## config.mk

```make
export PLATFORM = sky130hd
export DESIGN_NAME = rob
export DESIGN_NICKNAME = d
export VERILOG_FILES = /design/src/rtl/rob.sv
export SDC_FILE = /design/constraint.sdc
export NUM_CORES = 1
export LEC_CHECK = 0
export CAP_MARGIN = 20
export CORE_MARGIN = 4
export CORE_UTILIZATION = 41
export DETAILED_ROUTE_END_ITERATION = 7
export SKIP_CTS_REPAIR_TIMING = 1
export SYNTH_ARGS = -nofsm -noshare
export SYNTH_HDL_FRONTEND = slang
export SYNTH_SLANG_ARGS = --single-unit
```

## constraint.sdc

```tcl
create_clock -name i_clk -period 4.2 [get_ports i_clk]
set_clock_uncertainty 0.05 [all_clocks]
set_input_delay 0.84 -clock i_clk [delete_from_list [all_inputs] [get_ports i_clk]]
set_output_delay 0.84 -clock i_clk [all_outputs]
set_load 0.03 [all_outputs]
```

## src/rtl/rob.sv

```systemverilog
// Reorder buffer: stores out-of-order packets by PID slot and releases them in
// ascending PID order, accepting only PIDs within a window starting at the head.
module rob #(
  parameter int p_WORD_LEN = 16,
  parameter int p_PID_LEN  = 4,
  parameter int p_ROB_SIZE = 8
) (
  input  logic                  i_clk,
  input  logic                  i_reset,
  input  logic [p_PID_LEN-1:0]  i_reset_pid,
  output logic [p_PID_LEN-1:0]  o_min_pid,
  output logic [p_PID_LEN-1:0]  o_max_pid,
  input  logic [p_PID_LEN-1:0]  i_inp_pid,
  input  logic [p_WORD_LEN-1:0] i_inp_data,
  input  logic                  i_inp_en,
  output logic                  o_inp_ack,
  output logic                  o_inp_valid,
  output logic [p_WORD_LEN-1:0] o_out_data,
  input  logic                  i_out_en,
  output logic                  o_out_valid
);

  localparam int IDX_W = $clog2(p_ROB_SIZE);
  localparam logic [p_PID_LEN-1:0] SIZE_M1  = p_PID_LEN'(p_ROB_SIZE - 1);
  // One extra bit so a window covering the whole PID space still compares correctly.
  localparam logic [p_PID_LEN:0]   SIZE_EXT = (p_PID_LEN + 1)'(p_ROB_SIZE);

  logic [p_WORD_LEN-1:0] data_q [p_ROB_SIZE];
  logic [p_ROB_SIZE-1:0] filled_q, filled_d;
  logic [p_PID_LEN-1:0]  min_pid_q, min_pid_d;
  logic                  ack_q, ack_d;

  logic [p_PID_LEN-1:0]  offset;
  logic [IDX_W-1:0]      inp_idx, head_idx;
  logic                  in_window, wr_en, pop_en;

  assign offset    = i_inp_pid - min_pid_q;
  assign in_window = {1'b0, offset} < SIZE_EXT;
  assign inp_idx   = i_inp_pid[IDX_W-1:0];
  assign head_idx  = min_pid_q[IDX_W-1:0];

  assign o_inp_valid = in_window && !filled_q[inp_idx];
  assign o_out_valid = filled_q[head_idx];
  assign o_out_data  = data_q[head_idx];
  assign o_min_pid   = min_pid_q;
  assign o_max_pid   = min_pid_q + SIZE_M1;
  assign o_inp_ack   = ack_q;

  assign wr_en  = i_inp_en && o_inp_valid;
  assign pop_en = i_out_en && o_out_valid;

  // A write can never target the head slot while it pops: the head slot is filled then.
  always_comb begin
    filled_d  = filled_q;
    min_pid_d = min_pid_q;
    ack_d     = wr_en;
    if (wr_en) begin
      filled_d[inp_idx] = 1'b1;
    end
    if (pop_en) begin
      filled_d[head_idx] = 1'b0;
      min_pid_d          = min_pid_q + p_PID_LEN'(1);
    end
  end

  always_ff @(posedge i_clk) begin
    if (i_reset) begin
      filled_q  <= '0;
      min_pid_q <= i_reset_pid;
      ack_q     <= 1'b0;
    end else begin
      filled_q  <= filled_d;
      min_pid_q <= min_pid_d;
      ack_q     <= ack_d;
    end
  end

  genvar gi;
  generate
    for (gi = 0; gi < p_ROB_SIZE; gi++) begin : g_slot
      always_ff @(posedge i_clk) begin
        if (wr_en && (inp_idx == IDX_W'(gi))) begin
          data_q[gi] <= i_inp_data;
        end
      end
    end
  endgenerate

endmodule

```

### Yosys cells after proc, flatten, opt, wreduce, memory -nomap -nowiden

Memories as Yosys holds them, arrays and structs flattened. A register that Yosys moved wholly into a read port is not among the register bits.
Cells that the tools add are included.

* add/sub/neg operators: 3
* order comparisons: 5
* equal/unequal tests: 7
* muxes and demuxes: 50
* bitwise logic cells: 3
* reductions and logical operators: 23

Operator list (count)
* 16-bit two-way mux: 7
* 16-bit OR reduction: 7
* 1-bit two-way mux: 27
* 3-bit two-way mux: 8
* 8-bit two-way mux: 2
* 1-bit logical AND: 13
* 3-bit == test (second input constant): 4
* 8-bit AND: 1
* 3-bit by 4-bit < comparator with 1-bit output (second input constant): 2
* 4-bit two-way mux: 2
* 8-bit inverter: 1
* 8-bit OR: 1
* 1-bit binary-select mux with 3-bit select: 2
* 1-bit demux with 3-bit select: 2
* 3-bit by 2-bit == test with 1-bit output (second input constant): 2
* 3-bit by 1-bit greater-or-equal comparator with 1-bit output (second input constant): 2
* 4-bit by 1-bit adder with 4-bit output (second input constant): 1
* 4-bit by 3-bit adder with 4-bit output (second input constant): 1
* 4-bit < comparator (second input constant): 1
* 4-bit subtractor: 1
* 3-bit by 1-bit == test with 1-bit output (second input constant): 1
* 3-bit zero test: 1
* 2-bit nonzero test: 1
* 1-bit zero test: 1

* register bits: 13
* memory bits (writable): 128
* output and inout bits: 27
* word-level logic and storage cells: 95
* memories kept: 1

Memories
* data_q: words 8, bits a word 16, read ports 1, clocked after memory_dff 1, wr ports 1, RTL line 28 `logic [p_WORD_LEN-1:0] data_q [p_ROB_SIZE];`

### Logic depth before layout (Yosys ltp)

Gate-level depths: netlist of run 1.

* word-level depth: 16
* gate-level depth with buffers: 8
* mapped depth without buffers: 7

### Worst setup path before layout of run 1

Ideal clock, no wire load.

* path type: input to register
* start: input port i_inp_pid[2]
* end: memory data_q[5][0], enable pin
* setup time: 0.409 ns
* arrival time: 2.992 ns
* data required time: 3.741 ns
* setup slack: 0.749 ns
* cell stages on the path: 7
* buffers on the path: 1
* path through: ha_1 a21oi_1 o21ai_0 xnor2_1 buf_2 nand3_1 nor3_1

* longest elaborated chain between the ends: 16

RTL lines
* from (decl): RTL line 13 `input logic [p_PID_LEN-1:0] i_inp_pid,`
* branches (longest 16 deep; another with 4-bit subtractor)
* to (decl): RTL line 28

Parallel ways; which one is timed is not known. The select of a mux whose other input is x is not followed.

==> results by group, run 1 <==
Clock network
  • H-Tree Depth: 4
  • CTS sink count: 144
  • CTS tree: built
  • Clock latency on the worst-skew pair: 0.41 ns
  • Max clock buf depth: 2
  • Reg clk slew, reported paths: 0.06 ns
  • CTS Buf Count: 17
  • Root Buffer Master: clkbuf_16

Worst hold path
  • Worst Hold Class: reg2reg

Global routing
  • Vias in the first global route: 3192
  • Remaining Overflow, GRT: 0
  • Initial antenna violation count: 0
  • Largest net degree at the start of global routing: 33
  • Total GRT Usage: 14.5%
  • Global-route wire length before repair: 17.4 mm

Pwr
  • PD cells: 520 mW/mm2
  • Leakage: 0.00242 uW
  • Overall power: 3780 uW
  • VDD IR max: 0.000356 V

Setup path
  • CP startpoint kind: flop
  • Slowest-stage cell, CP: dfxtp_2
  • Slowest stage delay, CP: 0.62 ns
  • Worst path required time: 3.31 ns
  • Worst Path Max Fanout: 13
  • Crit Path Class: reg2out
  • Critical Path Sink Type: output port
  • Worst reg2reg setup slack: 1.42 ns
  • Critical path cell sequence: buf_4 > mux4_2 > mux2_2 > clkdlybuf4s50_1
  • Worst Path Arrival: 2.82 ns

Timing
  • Achievable frequency: 269 MHz
  • Rel. slew slack: 59.8%
  • Min Tclk post-route: 3.71 ns
  • Final Cycle Share: 88.4%
  • Worst slew pin tran: 0.601 ns
  • TNS Setup: 0 ns
  • RSZ-0062 raised after global routing: no
  • Final setup fails: 0
  • Hold Fails Final Rpt: 0
  • Max Slew Vio Count: 0

Final layout
  • Layout cells sized above 1: 25.9%
  • Finished layout cell area: 0.00726 mm2
  • Most common cell after layout, fill and taps aside: edfxtp_1
  • Most frequent cells in the layout: 132 x edfxtp_1, 53 x clkdlybuf4s50_1, 34 x mux4_2
  • Synth-to-Final Area Change: 24.9%
  • ANT cells: 0
  • Layout Nets: 409

Die
  • Width of the die: 127 um
  • Die Ht: 127 um
  • I/O pin count: 55
  • Core Region: 0.0139 mm2
  • Initial Util: 41.9%
  • Row cnt: 43
  • Die area: 0.0161 mm2

Yosys
  • #FFs+latches synth: 144
  • Netlist cell types: 32
  • Area share of and/or/nand/nor cells after synthesis: 4.48%
  • Post-synthesis sequential area ratio: 72.4%
  • Mux share of post-synthesis cell area: 17.8%
  • Largest family of logic cells by synthesized area: multiplexers
  • Yosys warnings: 0
  • Xor and xnor area share after synthesis: 0.904%
  • Post-Synth Adder-Cell Area: 0.861%
  • Compound-cell area share of the yosys netlist: 1.70%
  • Post-synthesis instance area: 0.00581 mm2
  • Synthesized area per cell: 18.9 um2
  • Mapped Nets: 340
  • Cells after synthesis: 308

Drt
  • Routed WL: 11.1 mm
  • DR vias/cell: 5.25
  • 1st-pass router iterations: 5
  • DRT iter0 DRCs: 209
  • DRC: 0
  • Vias: 2993
  • Wire length per cell: 19.4 um
  • Antenna Nets Post-Route: 0

Place
  • Cell Area, Placed: 0.00660 mm2
  • Detail Placement HPWL: 6.57 mm
  • Count of input and output buffers: 54
  • Gp weighted congestion: 0.840

Status
  • Outcome: finished, final reports clean

Run
  • MaxCap Viol Count: 0
## critical path: cells and delay by family (launching register included)
family	cells	cell delay, ns
buffers and inverters	2	0.95
flip-flops	1	0.62
multiplexers	2	0.84
## per-layer routing
metal | GRT usage (%) | up-vias | wire [um]
met5 | 0 | - | 0
met4 | 4.92 | 0 | 117
met1 | 18.9 | 1540 | 4960
met2 | 23.7 | 73 | 5500
li1 | - | 1372 | -
met3 | 3.93 | 8 | 496
## final timing paths
| check | from | endpoint | cells past startpoint |
|---|---|---|---|
| min reg2reg | filled_q[3]$_SDFF_PP0_ | filled_q[3]$_SDFF_PP0_ | 2 |
| min | filled_q[3]$_SDFF_PP0_ | filled_q[3]$_SDFF_PP0_ | 2 |
| max | flop | o_out_data[14] | 4 |
| max reg2reg | o_min_pid[2]$_DFFE_PN_ | data_q[5][12]$_DFFE_PP_ | 9 |
## registers in the layout, indices dropped and copies added, names as in the netlist, named ones only
register	flops
data_q	128
o_inp_ack	1
o_min_pid	4
filled_q	8
## layout make-up
type	count	area, um2
Timing Repair Buffer	67	636
Clock inverter	10	181
Multi-Input combinational cell	139	1500
Inverter	8	30.0
Sequential cell	144	4210
Fill cell	1119	6630
Tap cell	180	225
Clock buffer	22	474
## Yosys cell counts
master,n,area share (%)
a21oi_1,4,0.34
a31oi_1,4,0.43
a41oi_1,1,0.15
and2b_1,1,0.13
and3_1,3,0.32
and3b_1,1,0.15
buf_1,1,0.065
buf_2,6,0.52
buf_6,1,0.19
clkbuf_1,8,0.52
clkbuf_4,1,0.13
clkinv_1,1,0.065
dfxtp_1,12,4.1
edfxtp_1,132,68
ha_1,4,0.86
inv_1,7,0.45
mux2_2,21,4.1
mux2i_1,3,0.52
mux4_2,34,13
nand2_1,12,0.78
nand3_1,8,0.69
nand3b_1,1,0.13
nand4_1,1,0.11
nor2_1,14,0.90
nor3_1,9,0.78
nor4_1,2,0.22
o21a_1,2,0.26
o21ai_0,6,0.52
or2b_1,1,0.13
or3b_1,1,0.15
xnor2_1,4,0.60
xor2_1,2,0.30
## metrics by stage
| stage | hold slack [ns] | instances | setup slack (ns) | utilization (%) |
|---|---|---|---|---|
| finish | 0.462 | 570 | 0.487 | 52.3 |
| global route | 0.503 | 570 | 0.287 | 52.3 |
| CTS | 0.463 | 570 | 0.404 | 52.3 |
| detailed placement | 0.449 | 538 | 0.720 | 47.5 |
| global placement | 0.460 | 538 | 0.777 | 47.5 |
| floorplan | 0.411 | 308 | 0.749 | - |
## kinds of logic (layout without fill, tap and decap cells)
| family | after synthesis | after routing |
|---|---|---|
| flip-flops | 144 | 144 |
| multiplexers | 58 | 58 |
| AND/OR/NAND/NOR | 54 | 54 |
| buffers and inverters | 25 | 107 |
| AO/OA/AOI/OAI | 17 | 17 |
| XOR/XNOR | 6 | 6 |
| adder cells (fa/ha/maj) | 4 | 4 |
## power by group
part / leakage [uW] / switching (uW) / internal, uW
combinational: 0.000801 / 263 / 236
clock: 0.000322 / 539 / 1100
sequential: 0.00129 / 27.9 / 1610
Power figures use the tool's default switching activity.
==> run 2: changes to the inputs <==
- REMOVE_ABC_BUFFERS: not set -> 1
==> results by group, run 2 (synthesis gave the netlist of run 1 again) <==
Status
  • Outcome: finished, final reports clean

Setup path
  • CP startpoint kind: primary input
  • Critical path cell sequence: clkdlybuf4s50_1 > ha_1 > a21oi_1 > o21ai_0 > xnor2_1 > buf_4 > and3_1 > buf_4
  • Worst path required time: 3.31 ns
  • CP delay by family, top: buffers and inverters
  • Slowest-stage cell, CP: clkdlybuf4s50_1
  • Critical Path Sink Type: output port
  • Worst path bufs/invs: 3
  • Worst Path Max Fanout: 11
  • Worst Path Arrival: 2.70 ns
  • Crit Path Class: in2out
  • Crit-path most repeated cell: buf_4
  • Slowest stage delay, CP: 0.62 ns

Final layout
  • Layout Nets: 409
  • Most common cell after layout, fill and taps aside: edfxtp_1
  • Synth-to-Final Area Change: 24.9%
  • Most frequent cells in the layout: 132 x edfxtp_1, 53 x clkdlybuf4s50_1, 34 x mux4_2
  • Multi-input logic area: 0.00150 mm2
  • Max FFs per register: 128
  • Layout cells sized above 1: 25.5%
  • Filler Cell Count: 1151
  • ANT cells: 0
  • Finished layout cell area: 0.00726 mm2
  • Most flops, register: data_q
  • Seq. cell area: 0.00421 mm2

Clock network
  • H-Tree Depth: 4
  • Clock latency on the worst-skew pair: 0.41 ns
  • CTS tree: built
  • Root Buffer Master: clkbuf_16
  • CTS Buf Count: 17
  • Max clock buf depth: 2
  • Reg clk slew, reported paths: 0.06 ns
  • CTS sink count: 144

Timing
  • Final Cycle Share: 85.4%
  • Achievable frequency: 279 MHz
  • Hold Fails Final Rpt: 0
  • Final setup fails: 0
  • Min Tclk post-route: 3.59 ns
  • TNS Setup: 0 ns
  • Hold slack: 0.493 ns
  • Worst slew pin tran: 0.638 ns
  • Max Slew Vio Count: 0
  • Rel. slew slack: 57.3%
  • RSZ-0062 raised after global routing: no

Drt
  • WL met1: 4.74 mm
  • Wire length per cell: 19.6 um
  • DRT iter0 DRCs: 261
  • DR vias/cell: 5.26
  • Top sig layer: met4
  • Vias: 2988
  • Met2 WL post-DR: 5.87 mm
  • 1st-pass router iterations: 4
  • DRC: 0
  • Antenna Nets Post-Route: 0
  • Met3 WL: 415 um
  • Routed WL: 11.1 mm

Die
  • Die Ht: 127 um
  • Core Region: 0.0139 mm2
  • I/O pin count: 55
  • Row cnt: 43
  • Die area: 0.0161 mm2
  • Initial Util: 41.9%
  • Width of the die: 127 um

Worst hold path
  • Worst Hold Class: reg2reg

Pwr
  • VDD IR max: 0.000230 V
  • PD cells: 520 mW/mm2
  • Leakage: 0.00241 uW

Place
  • Count of input and output buffers: 54
  • Detail Placement HPWL: 6.44 mm
  • Gp weighted congestion: 0.768
  • Cell Area, Placed: 0.00661 mm2

Global routing
  • Initial antenna violation count: 0
  • Vias in the first global route: 3209
  • Total GRT Usage: 14.8%
  • Global-route wire length before repair: 17.8 mm
  • Largest net degree at the start of global routing: 33
  • Remaining Overflow, GRT: 0

Run
  • MaxCap Viol Count: 0
[run 2: cell count changes in the layout (fill, tap and decap cells not counted), sizes merged]
| cell | change |
|---|---|
| clkbuf | -4 |
| clkinv | -1 |
| clkinvlp | +2 |
| bufinv | +1 |
[run 2: power by group]
part / internal (uW) / total [uW] / switching [uW]
logic: 238 / 507 / 269
registers: 1610 / 1630 / 21.3
clock network: 1100 / 1630 / 532
total: 2950 / 3770 / 822
[run 2: stage by stage]
stage / power, uW / util (%) / instances / worst slack, ns
3_5_place_dp: 2180 / 47.6 / 538 / 0.620
4_1_cts: 3820 / 52.3 / 568 / 0.618
5_1_grt: 3920 / 52.3 / 568 / 0.485
3_3_place_gp: 2170 / 47.6 / 538 / 0.658
2_1_floorplan: 1960 / - / 291 / 0.521
6_report: 3770 / 52.3 / 568 / 0.614
[run 2: worst paths after layout]
check	to	slack, ns	cells past startpoint	startpoint
max reg2reg	data_q[5][12]$_DFFE_PP_	1.49	9	o_min_pid[2]$_DFFE_PN_
max	o_inp_valid	0.61	8	i_inp_pid[2]
min	filled_q[3]$_SDFF_PP0_	0.49	2	filled_q[3]$_SDFF_PP0_
min reg2reg	filled_q[3]$_SDFF_PP0_	0.49	2	filled_q[3]$_SDFF_PP0_
[run 2: layout make-up]
cell class                      instances  share of cell area [%]
Clock inverter                         12                    2.98
Tap cell                              180                    3.10
Sequential cell                       144                    57.9
Clock buffer                           18                    5.91
Timing Repair Buffer                   67                    8.93
Inverter                                8                   0.414
Multi-Input combinational cell        139                    20.7
[run 2: worst register-to-register path: stages (launching register included)]
cell and delay [ns]:
edfxtp_1 0.65, inv_1 0.14, ha_1 0.33, a21oi_1 0.12, o21ai_0 0.11, xnor2_1 0.17
buf_4 0.19, nand3_1 0.14, nor3_2 0.18, buf_4 0.30
[run 2: metal layers]
metal / vias up / global-route usage, %
met3: 11 / 4.10
met2: 64 / 24.9
li1: 1370 / -
met4: 0 / 4.98
met1: 1543 / 18.6
met5: - / 0
==> run 3: changes to the inputs <==
- clock period: 4.2 -> 4.3 ns (I/O delays scaled with it)
==> results by group, run 3 (synthesis gave the netlist of run 1 again) <==
Setup path
  • Worst path required time: 3.39 ns
  • Worst Path Max Fanout: 11
  • CP delay by family, top: buffers and inverters
  • Crit-path most repeated cell: buf_4
  • Worst Path Arrival: 2.78 ns
  • Worst path bufs/invs: 3
  • CP startpoint kind: primary input
  • Slowest stage delay, CP: 0.62 ns
  • Critical path cell sequence: clkdlybuf4s50_1 > ha_1 > nand2_1 > o21ai_0 > xnor2_1 > buf_4 > and3_1 > buf_4
  • Crit Path Class: in2out
  • Critical Path Sink Type: output port
  • Slowest-stage cell, CP: clkdlybuf4s50_1

Die
  • Die Ht: 127 um
  • Width of the die: 127 um
  • Die area: 0.0161 mm2
  • Initial Util: 41.9%
  • I/O pin count: 55
  • Core Region: 0.0139 mm2
  • Row cnt: 43

Final layout
  • Layout cells sized above 1: 25.0%
  • Layout Nets: 407
  • Non-Filler Instances: 568
  • Most flops, register: data_q
  • Synth-to-Final Area Change: 23.9%
  • ANT cells: 0
  • Most frequent cells in the layout: 132 x edfxtp_1, 53 x clkdlybuf4s50_1, 34 x mux4_2
  • Filler Cell Count: 1124
  • Most common cell after layout, fill and taps aside: edfxtp_1
  • Core Util, Final: 51.8%
  • Max FFs per register: 128

Drt
  • Routed WL: 11.0 mm
  • DR vias/cell: 5.22
  • DRT iter0 DRCs: 181
  • DRC: 0
  • Wire length per cell: 19.3 um
  • Vias: 2964
  • Antenna Nets Post-Route: 0
  • 1st-pass router iterations: 4

Run
  • MaxCap Viol Count: 0

Global routing
  • Total GRT Usage: 14.8%
  • Largest net degree at the start of global routing: 33
  • Vias in the first global route: 3228
  • Initial antenna violation count: 0
  • Global-route wire length before repair: 17.6 mm
  • Remaining Overflow, GRT: 0

Pwr
  • VDD IR max: 0.000305 V
  • Leakage: 0.00238 uW
  • Overall power: 3550 uW
  • PD cells: 494 mW/mm2

Timing
  • Final setup fails: 0
  • Max Slew Vio Count: 0
  • Min Tclk post-route: 3.69 ns
  • Final Cycle Share: 85.8%
  • TNS Setup: 0 ns
  • Hold Fails Final Rpt: 0
  • Final setup margin: 0.609 ns
  • RSZ-0062 raised after global routing: no
  • Worst slew pin tran: 1.03 ns
  • Achievable frequency: 271 MHz
  • Rel. slew slack: 31.4%

Place
  • Count of input and output buffers: 54
  • Worst slack, placed: 0.611 ns
  • Detail Placement HPWL: 6.45 mm
  • Placed Instances: 536
  • Gp weighted congestion: 0.796

Clock network
  • Reg clk slew, reported paths: 0.06 ns
  • CTS tree: built
  • Max clock buf depth: 2
  • H-Tree Depth: 4
  • Root Buffer Master: clkbuf_16
  • CTS Buf Count: 17
  • Clock latency on the worst-skew pair: 0.41 ns
  • CTS sink count: 144

Status
  • Outcome: finished, final reports clean

Worst hold path
  • Worst Hold Class: reg2reg
-- run 3: changes by cell type in the layout (fill, tap and decap cells not counted), sizes merged --
cell,delta
clkbuf,-1
clkinv,+5
bufinv,-2
buf,-2
-- run 3: path summary, 6_finish.rpt --
check / start / end / slack [ns] / cells past startpoint
setup / recovery: i_inp_pid[1] / o_inp_valid / 0.61 / 8
hold / removal: filled_q[3]$_SDFF_PP0_ / filled_q[3]$_SDFF_PP0_ / 0.48 / 2
setup reg to reg: o_min_pid[2]$_DFFE_PN_ / data_q[5][10]$_DFFE_PP_ / 1.59 / 9
hold reg to reg: filled_q[3]$_SDFF_PP0_ / filled_q[3]$_SDFF_PP0_ / 0.48 / 2
-- run 3: metrics by stage --
stage	hold slack [ns]	cell area, um2
floorplan	0.404	5730
global placement	0.456	6600
detailed placement	0.460	6600
CTS	0.477	7200
global route	0.487	7200
finish	0.477	7200
-- run 3: per-layer routing --
metal | vias up | share of wire (%) | global-route usage [%]
met5 | - | 0 | 0
met4 | 0 | 1.5 | 5.62
met3 | 16 | 4.6 | 4.52
met2 | 73 | 51 | 24.3
met1 | 1506 | 43 | 18.6
li1 | 1369 | - | -
-- run 3: cell type report --
class                   count  area [um2]  share of cell area [%]
inverters                   8        30.0                   0.417
flip-flops and latches    144        4210                    58.4
clock inverters            15         174                    2.42
multi-input cells         139        1500                    20.9
repair buffers             65         633                    8.80
clock buffers              17         425                    5.91
well taps                 180         225                    3.13
-- run 3: tightest hold or removal path, cell delays in order, from the launching register on --
cell and delay [ns]:
dfxtp_1 0.33, o21ai_0 0.08, a21oi_1 0.07
-- run 3: power breakdown --
part	total [uW]	switching, uW	internal [uW]
combinational	482	252	231
sequential	1600	31.4	1570
clock	1470	513	954
total	3550	796	2760
